--- config.mk ---
export PLATFORM = sky130hd
export DESIGN_NAME = imem_loader
export DESIGN_NICKNAME = d
export VERILOG_FILES = /design/src/rtl/imem_loader_pkg.sv /design/src/rtl/imem_loader_byte_to_word.sv /design/src/rtl/imem_loader.sv
export SDC_FILE = /design/constraint.sdc
export NUM_CORES = 1
export LEC_CHECK = 0
export CAP_MARGIN = 20
export CORE_ASPECT_RATIO = 0.75
export CORE_MARGIN = 2
export CORE_UTILIZATION = 52
export DETAILED_ROUTE_END_ITERATION = 12
export PLACE_DENSITY = 0.77
export SLEW_MARGIN = 20
export SYNTH_ARGS = -nofsm -noshare
export SYNTH_HDL_FRONTEND = slang
export SYNTH_SLANG_ARGS = --single-unit
--- constraint.sdc ---
create_clock -name clk -period 5 [get_ports clk]
set_input_delay 1 -clock clk [delete_from_list [all_inputs] [get_ports clk]]
set_output_delay 1 -clock clk [all_outputs]
set_load 0.02 [all_outputs]
--- src/rtl/imem_loader_pkg.sv ---
// Shared types and frame constants for the instruction-memory boot loader.
package imem_loader_pkg;
   typedef enum logic [2:0] {
      HDR,
      DATA,
      CSUM,
      LOAD_DONE,
      LOAD_ERR
   } state_t;

   localparam int BYTES_PER_WORD = 4;
   localparam int BYTE_W         = 8;
   localparam int FIELD_W        = BYTE_W * BYTES_PER_WORD;
   localparam int IDX_W          = $clog2(BYTES_PER_WORD);
endpackage

--- src/rtl/imem_loader_byte_to_word.sv ---
// Little-endian byte-to-word assembler shared by the header, payload and checksum fields.
module byte_to_word
   import imem_loader_pkg::*;
(
   input  logic               clk,
   input  logic               rst,
   input  logic               clr,
   input  logic               byte_en,
   input  logic [BYTE_W-1:0]  byte_data,
   output logic [FIELD_W-1:0] word,
   output logic               word_valid
);
   logic [IDX_W-1:0]   idx_q, idx_d;
   logic [FIELD_W-1:0] shreg_q, shreg_d;

   // word carries the byte being accepted now, so it is complete on the cycle word_valid is high
   always_comb begin
      word = shreg_q;
      word[{idx_q, 3'b000} +: BYTE_W] = byte_data;
   end

   assign word_valid = byte_en && (idx_q == IDX_W'(BYTES_PER_WORD - 1));

   always_comb begin
      idx_d   = idx_q;
      shreg_d = shreg_q;
      if (clr) begin
         idx_d   = '0;
         shreg_d = '0;
      end else if (byte_en) begin
         idx_d   = idx_q + IDX_W'(1);
         shreg_d = word_valid ? '0 : word;
      end
   end

   always_ff @(posedge clk or posedge rst) begin
      if (rst) begin
         idx_q   <= '0;
         shreg_q <= '0;
      end else begin
         idx_q   <= idx_d;
         shreg_q <= shreg_d;
      end
   end
endmodule

--- src/rtl/imem_loader.sv ---
// Boot loader: parses a length/payload/checksum byte frame into instruction RAM writes
// and keeps the core in reset until the image checksum has verified.
module imem_loader
   import imem_loader_pkg::*;
#(
   parameter int ADDR_W = 13,
   parameter int DEPTH  = 2**ADDR_W
) (
   input  logic                clk,
   input  logic                rst,
   input  logic                byte_valid,
   input  logic [7:0]          byte_data,
   output logic                byte_ready,
   input  logic                reload,
   output logic                mem_we,
   output logic [ADDR_W-1:0]   mem_addr,
   output logic [31:0]         mem_wdata,
   output logic                cpu_hold,
   output logic                done,
   output logic                error,
   output logic [ADDR_W:0]     words_written
);
   state_t              state_q, state_d;
   logic [ADDR_W-1:0]   addr_q, addr_d;
   logic [ADDR_W:0]     rem_q, rem_d;
   logic [ADDR_W:0]     words_q, words_d;
   logic [FIELD_W-1:0]  csum_q, csum_d;
   logic [FIELD_W-1:0]  wdata_q, wdata_d;
   logic                we_q, we_d;

   logic                byte_en;
   logic                field_clr;
   logic [FIELD_W-1:0]  word;
   logic                word_valid;

   assign byte_ready = !rst && (state_q == HDR || state_q == DATA || state_q == CSUM);
   assign byte_en    = byte_valid && byte_ready;

   byte_to_word u_b2w (
      .clk        (clk),
      .rst        (rst),
      .clr        (field_clr),
      .byte_en    (byte_en),
      .byte_data  (byte_data),
      .word       (word),
      .word_valid (word_valid)
   );

   always_comb begin
      state_d   = state_q;
      addr_d    = addr_q;
      rem_d     = rem_q;
      words_d   = words_q;
      csum_d    = csum_q;
      wdata_d   = wdata_q;
      we_d      = 1'b0;
      field_clr = 1'b0;

      // The last payload write happens after the move to CSUM, so the address stops at DEPTH-1
      if (we_q && state_q == DATA) addr_d = addr_q + ADDR_W'(1);

      case (state_q)
         HDR: if (word_valid) begin
            if (word > 32'(DEPTH)) begin
               state_d = LOAD_ERR;
            end else if (word == 0) begin
               state_d = CSUM;
            end else begin
               state_d = DATA;
               rem_d   = word[ADDR_W:0];
               addr_d  = '0;
            end
         end
         DATA: if (word_valid) begin
            we_d    = 1'b1;
            wdata_d = word;
            csum_d  = csum_q ^ word;
            words_d = words_q + (ADDR_W+1)'(1);
            rem_d   = rem_q - (ADDR_W+1)'(1);
            if (rem_q == (ADDR_W+1)'(1)) state_d = CSUM;
         end
         CSUM: if (word_valid) begin
            state_d = (word == csum_q) ? LOAD_DONE : LOAD_ERR;
         end
         LOAD_DONE, LOAD_ERR: if (reload) begin
            state_d   = HDR;
            addr_d    = '0;
            rem_d     = '0;
            words_d   = '0;
            csum_d    = '0;
            field_clr = 1'b1;
         end
         default: state_d = HDR;
      endcase
   end

   always_ff @(posedge clk or posedge rst) begin
      if (rst) begin
         state_q <= HDR;
         addr_q  <= '0;
         rem_q   <= '0;
         words_q <= '0;
         csum_q  <= '0;
         wdata_q <= '0;
         we_q    <= 1'b0;
      end else begin
         state_q <= state_d;
         addr_q  <= addr_d;
         rem_q   <= rem_d;
         words_q <= words_d;
         csum_q  <= csum_d;
         wdata_q <= wdata_d;
         we_q    <= we_d;
      end
   end

   assign mem_we        = we_q;
   assign mem_addr      = addr_q;
   assign mem_wdata     = wdata_q;
   assign words_written = words_q;
   assign done          = (state_q == LOAD_DONE);
   assign error         = (state_q == LOAD_ERR);
   assign cpu_hold      = (state_q != LOAD_DONE);
endmodule

Word level (Yosys, flattened, before mapping). Index checks and enable logic that the tools add are counted.

Add/sub/neg operators: 5. Equality and inequality tests: 15. Bitwise operators: 1. $lt $le $gt $ge: 1. Reduce and logical (&&, ||, !) cells: 17. Shifts and indexed selects: 2. Mux-type cells: 36.

Operator list (number): 32-bit two-way mux (5); 14-bit two-way mux (6); 13-bit two-way mux (5); 32-bit case mux with 2 select lines (1); 14-bit case mux with 3 select lines (1); 32-bit bitwise mux (1); 32-bit equality test (1); 32-bit by 14-bit > comparator with 1-bit output (second input constant) (1); 32-bit logical NOT (1); 8-bit by 7-bit variable shift with 32-bit output (first input constant) (1); 8-bit by 7-bit variable part select with 32-bit output (1); 32-bit bitwise XOR (1); 14-bit case mux with 2 select lines (1); 13-bit case mux with 2 select lines (1); 3-bit two-way mux (7); 14-bit by 1-bit adder with 14-bit output (second input constant) (1); 14-bit by 1-bit equality test with 1-bit output (second input constant) (1); 14-bit by 1-bit subtractor with 14-bit output (second input constant) (1); 13-bit by 1-bit adder with 13-bit output (second input constant) (1); 3-bit case mux with 4 select lines (1); 2-bit by 1-bit != test with 1-bit output (second input constant) (4); 5-bit negator with 7-bit output (1); 3-bit by 2-bit equality test with 1-bit output (second input constant) (2); 2-bit two-way mux (3); 18 further kinds (28).

Register bits after elaboration: 143. Output and inout port bits: 64. Logic and storage cells: 86. Bits of input ports: 12.

Logic depth before layout (Yosys ltp).
Depth in word-level cells: 9. Depth in mapped cells: 13. Gate-level depth less buffers: 9.

Hierarchy. A second synthesis with hierarchy kept.

Cell total of the unflattened synthesis: 782. Area, all modules: 7337.0 um2.

Modules (own cells, without submodules): imem_loader (sequential area each 2727.6 um2, cells an instance 623, instances 1, area each 5582.9 um2); byte_to_word (sequential area each 850.8 um2, cells an instance 159, instances 1, area each 1754.2 um2).

Worst setup path after synthesis. OpenSTA, ideal clock, no wires.

Path type: register to register. From: reg u_b2w.idx_q[0]. To: reg rem_q[2]. Required time: 4.879 ns. Buffers on the path: 4. Library setup time: 0.121 ns. Slack: 1.818 ns. Period minus slack after synthesis: 3.182 ns. Stages on the path, launching flop included: 14. Data arrival time: 3.061 ns. Cells stage by stage: dfrtp_1 buf_2 inv_1 ha_1 buf_2 and3b_1 buf_6 a31oi_1 nand4_1 and4bb_2 mux2i_2 a21oi_4 buf_4 a22o_1.

Longest elaborated chain between the ends: 7. Elaborated cells between the ends (all ways): 17. Classes of those cells: 1 x add/sub; 1 x order compare; 5 x eq/ne; 2 x shift; 5 x mux; 3 x reduce/logical.

RTL lines: start: declaration (RTL line imem_loader_byte_to_word.sv:13) `logic [IDX_W-1:0] idx_q, idx_d;`; start signal: assignment (RTL line imem_loader_byte_to_word.sv:41) `idx_q <= idx_d;`; parallel branches: the longest is 7 deep, another holds 32-bit by 14-bit > comparator with 1-bit output; end signal: assignment (RTL line imem_loader.sv:109) `rem_q <= rem_d;`; end: declaration (RTL line imem_loader.sv:25) `logic [ADDR_W:0] rem_q, rem_d;`.

Parallel ways; which one is timed is not known. The select of a mux whose other input is x is not followed. A chain may end at the register's enable or synchronous reset.

Worst setup path after layout.
From: reg u_b2w.idx_q[0]. To: reg rem_q[13].

Same word-level chain as after synthesis.

==> out/results.ini <==
[outcome]
run_status=completed

[sta]
hold_viol=0
skew_ps=8.63
setup_tns_ps=0
slew_headroom_pct=38.1
min_period_over_period_pct=82.7
maxSlewViolCount=0
fmax_mhz=242
worst_slew_pin_slew_ps=926
rsz0062_at_grt=no
setup_viol=0
period_needed_ps=4140

[placement]
dpl_cell_area_um2=8190
portBuffers=75
hpwl_um=13200
place.gp.congestion=0.907

[worst_setup_path]
max_stage_delay_ps=750
r2r_start=u_b2w.idx_q[0]
crit_fanout=14
crit_start=u_b2w.idx_q[0]
crit_end=rem_q[13]
rr_worst_depth=9
worstPathArrival_ps=4440
critical_path_class=flip-flop to flip-flop
end_kind=flip-flop
critPathRequiredTime_ps=5300
crit_chain=inv_1 > ha_1 > and3b_1 > a31oi_1 > nand4_1 > and4bb_2 > mux2i_2 > a21oi_4 > mux2_1
start_kind=flip-flop
crit_path_top_delay_cell=a31oi_1
r2r-end=rem_q[13]
reg2reg_slack_ps=860

[pwr]
switching_share_pct=40.5
ir_drop_v=0.000372
power_density_nw_per_um2=652
p_int_uw=3420
p_comb_share_pct=45.9
p_leak_uw=0.00371
p_switching_uw=2330
p_clk_share_pct=22.8
power_frac_seq_pct=31.3

[route]
firstDrtPassIters=6
final_antenna_net_count=0
wl_um=19400
dr.first_iter.drc_count=729
wl_per_cell_um=19.0
via_per_inst=6.09
post-route-drc-count=0
num_vias=6233

[job]
drv_cap=0

[global_route]
met3_usage_pct=6.83
grtUsageMet2_pct=37.8
grt_pass1_wl_um=31100
first_global_vias=5952
grtUsageTotal_pct=26.5
busiest_layer=met1
grtUsageMet1_pct=38.1
overflow=0
grt_max_degree=110
antenna_found_initial=0

[final_layout]
final_cell_mix=dfrtp_1, nor2_1, nand2_1
nets=856
regArea_um2=3580
stdcell_area_um2=8830
final_layout_size_suffix_gt1_share_pct=7.43
multi_input_area_um2=3520
area_delta_synth_final_pct=20.5
nFillCells=1073
layout_commonest_cell=dfrtp_1
diodes=0
finish.utilization_pct=64.2

[cts]
cts_resized=0
root_buffer=clkbuf_16
cts_tree=built
postCtsSetupRepairBufs=0
path_clk_slew_ps=60
cts_hold_buf=0
clk_latency_ps=430
clock_sinks=143
h-tree-depth=4
cts_max_path_buffers=2
cts_buffers=17

[synth]
syn_area_um2=7330
syn_area_per_cell_um2=9.49
synth_flop_cell=dfrtp_1
ys_warn_count=0
yosysSeqAreaShare_pct=48.8
ys_seq_elements=143
syn_nets=793
synth_cell_types=64
synthArstFlopShare_pct=100
syn-instance-count=772
synth_edf_count=0

[floorplan]
dieArea_um2=15100
io_pins=76
start_util_pct=53.3
die_y_um=107
chipWidth_um=141
core_area_um2=13700
row_count=37

[min_path]
min_path_type=flip-flop to flip-flop
worstHoldStart=u_b2w.shreg_q[8]

## worst max-delay path, delay by kind of cell, from the launching register on
family,cells,cell delay (ps)
compound gates,2,920
fa+ha+maj,1,490
buf+inv,1,190
flops,1,580
mux,2,860
simple gates,3,960
## worst min path at each step
| stage | slack [ps] | cells past startpoint | end |
|---|---|---|---|
| after floorplan | 440 | 2 | u_b2w.shreg_q[0] |
| after global placement | 460 | 2 | u_b2w.shreg_q[8] |
| after detailed placement | 460 | 2 | u_b2w.shreg_q[8] |
| after CTS | 480 | 2 | u_b2w.shreg_q[8] |
| after global routing | 500 | 1 | mem_wdata[11] |
| final | 470 | 2 | u_b2w.shreg_q[8] |
## metal layers
layer / wire length, um / share of wire, % / up-vias
li1: - / - / 2871
met1: 8780 / 45 / 3039
met2: 8540 / 44 / 287
met3: 1690 / 8.7 / 36
met4: 416 / 2.1 / 0
met5: 0 / 0 / -
## layout make-up
cell class	count	share of cell area (%)
Clock buffer	22	5.37
Clock inverter	10	1.52
Inverter	12	0.567
Multi-Input combinational cell	575	39.9
Sequential cell	143	40.5
Tap cell	175	2.48
Timing Repair Buffer	86	9.66
## power by group through the flow
stage / Combinational, uW / Sequential (uW) / Clock, uW
4_1_cts: 2610 / 1790 / 1320
3_5_place_dp: 2590 / 1800 / 0
6_report: 2640 / 1800 / 1310
3_3_place_gp: 2540 / 1780 / 0
5_1_grt: 2830 / 1840 / 1380
2_1_floorplan: 1560 / 1960 / 0
## stage by stage
step / std cells / power, uW / setup WS (ps) / hold WS [ps]
3_5_place_dp: 990 / 4400 / 860 / 462
4_1_cts: 1022 / 5720 / 997 / 475
3_3_place_gp: 990 / 4330 / 985 / 458
6_report: 1023 / 5750 / 865 / 472
5_1_grt: 1023 / 6060 / 720 / 500
2_1_floorplan: 772 / 3510 / 162 / 442
## state kept, by name, indices dropped and copies added (netlist names)
register / count
mem_addr: 13
rem_q: 14
u_b2w.shreg_q: 32
csum_q: 32
mem_we: 1
mem_wdata: 32
state_q: 3
words_written: 14
u_b2w.idx_q: 2
## cell usage after synthesis, drive strengths merged (10+ instances only)
cell,number,area [um^2]
and3,13,81.3
nand2,84,315
o21a,35,263
xnor2,37,324
nor2b,28,175
inv,12,45.0
dfrtp,143,3580
xor2,18,165
a22o,11,96.3
buf,14,77.6
a31oi,60,397
clkbuf,28,105
nor2,107,402
o21ai,43,219
a21oi,10,61.3
nand4,12,75.1
## kinds of logic after synthesis
kind of cell	Yosys count	synth area share (%)
multiplexers	9	1.33
AO/OA/AOI/OAI	187	17.3
adder cells (fa/ha/maj)	9	1.54
AND/OR/NAND/NOR	315	21.2
XOR/XNOR	55	6.68
buffers and inverters	54	3.11
flip-flops	143	48.8
No activity file was read; power rests on OpenSTA's default activity.
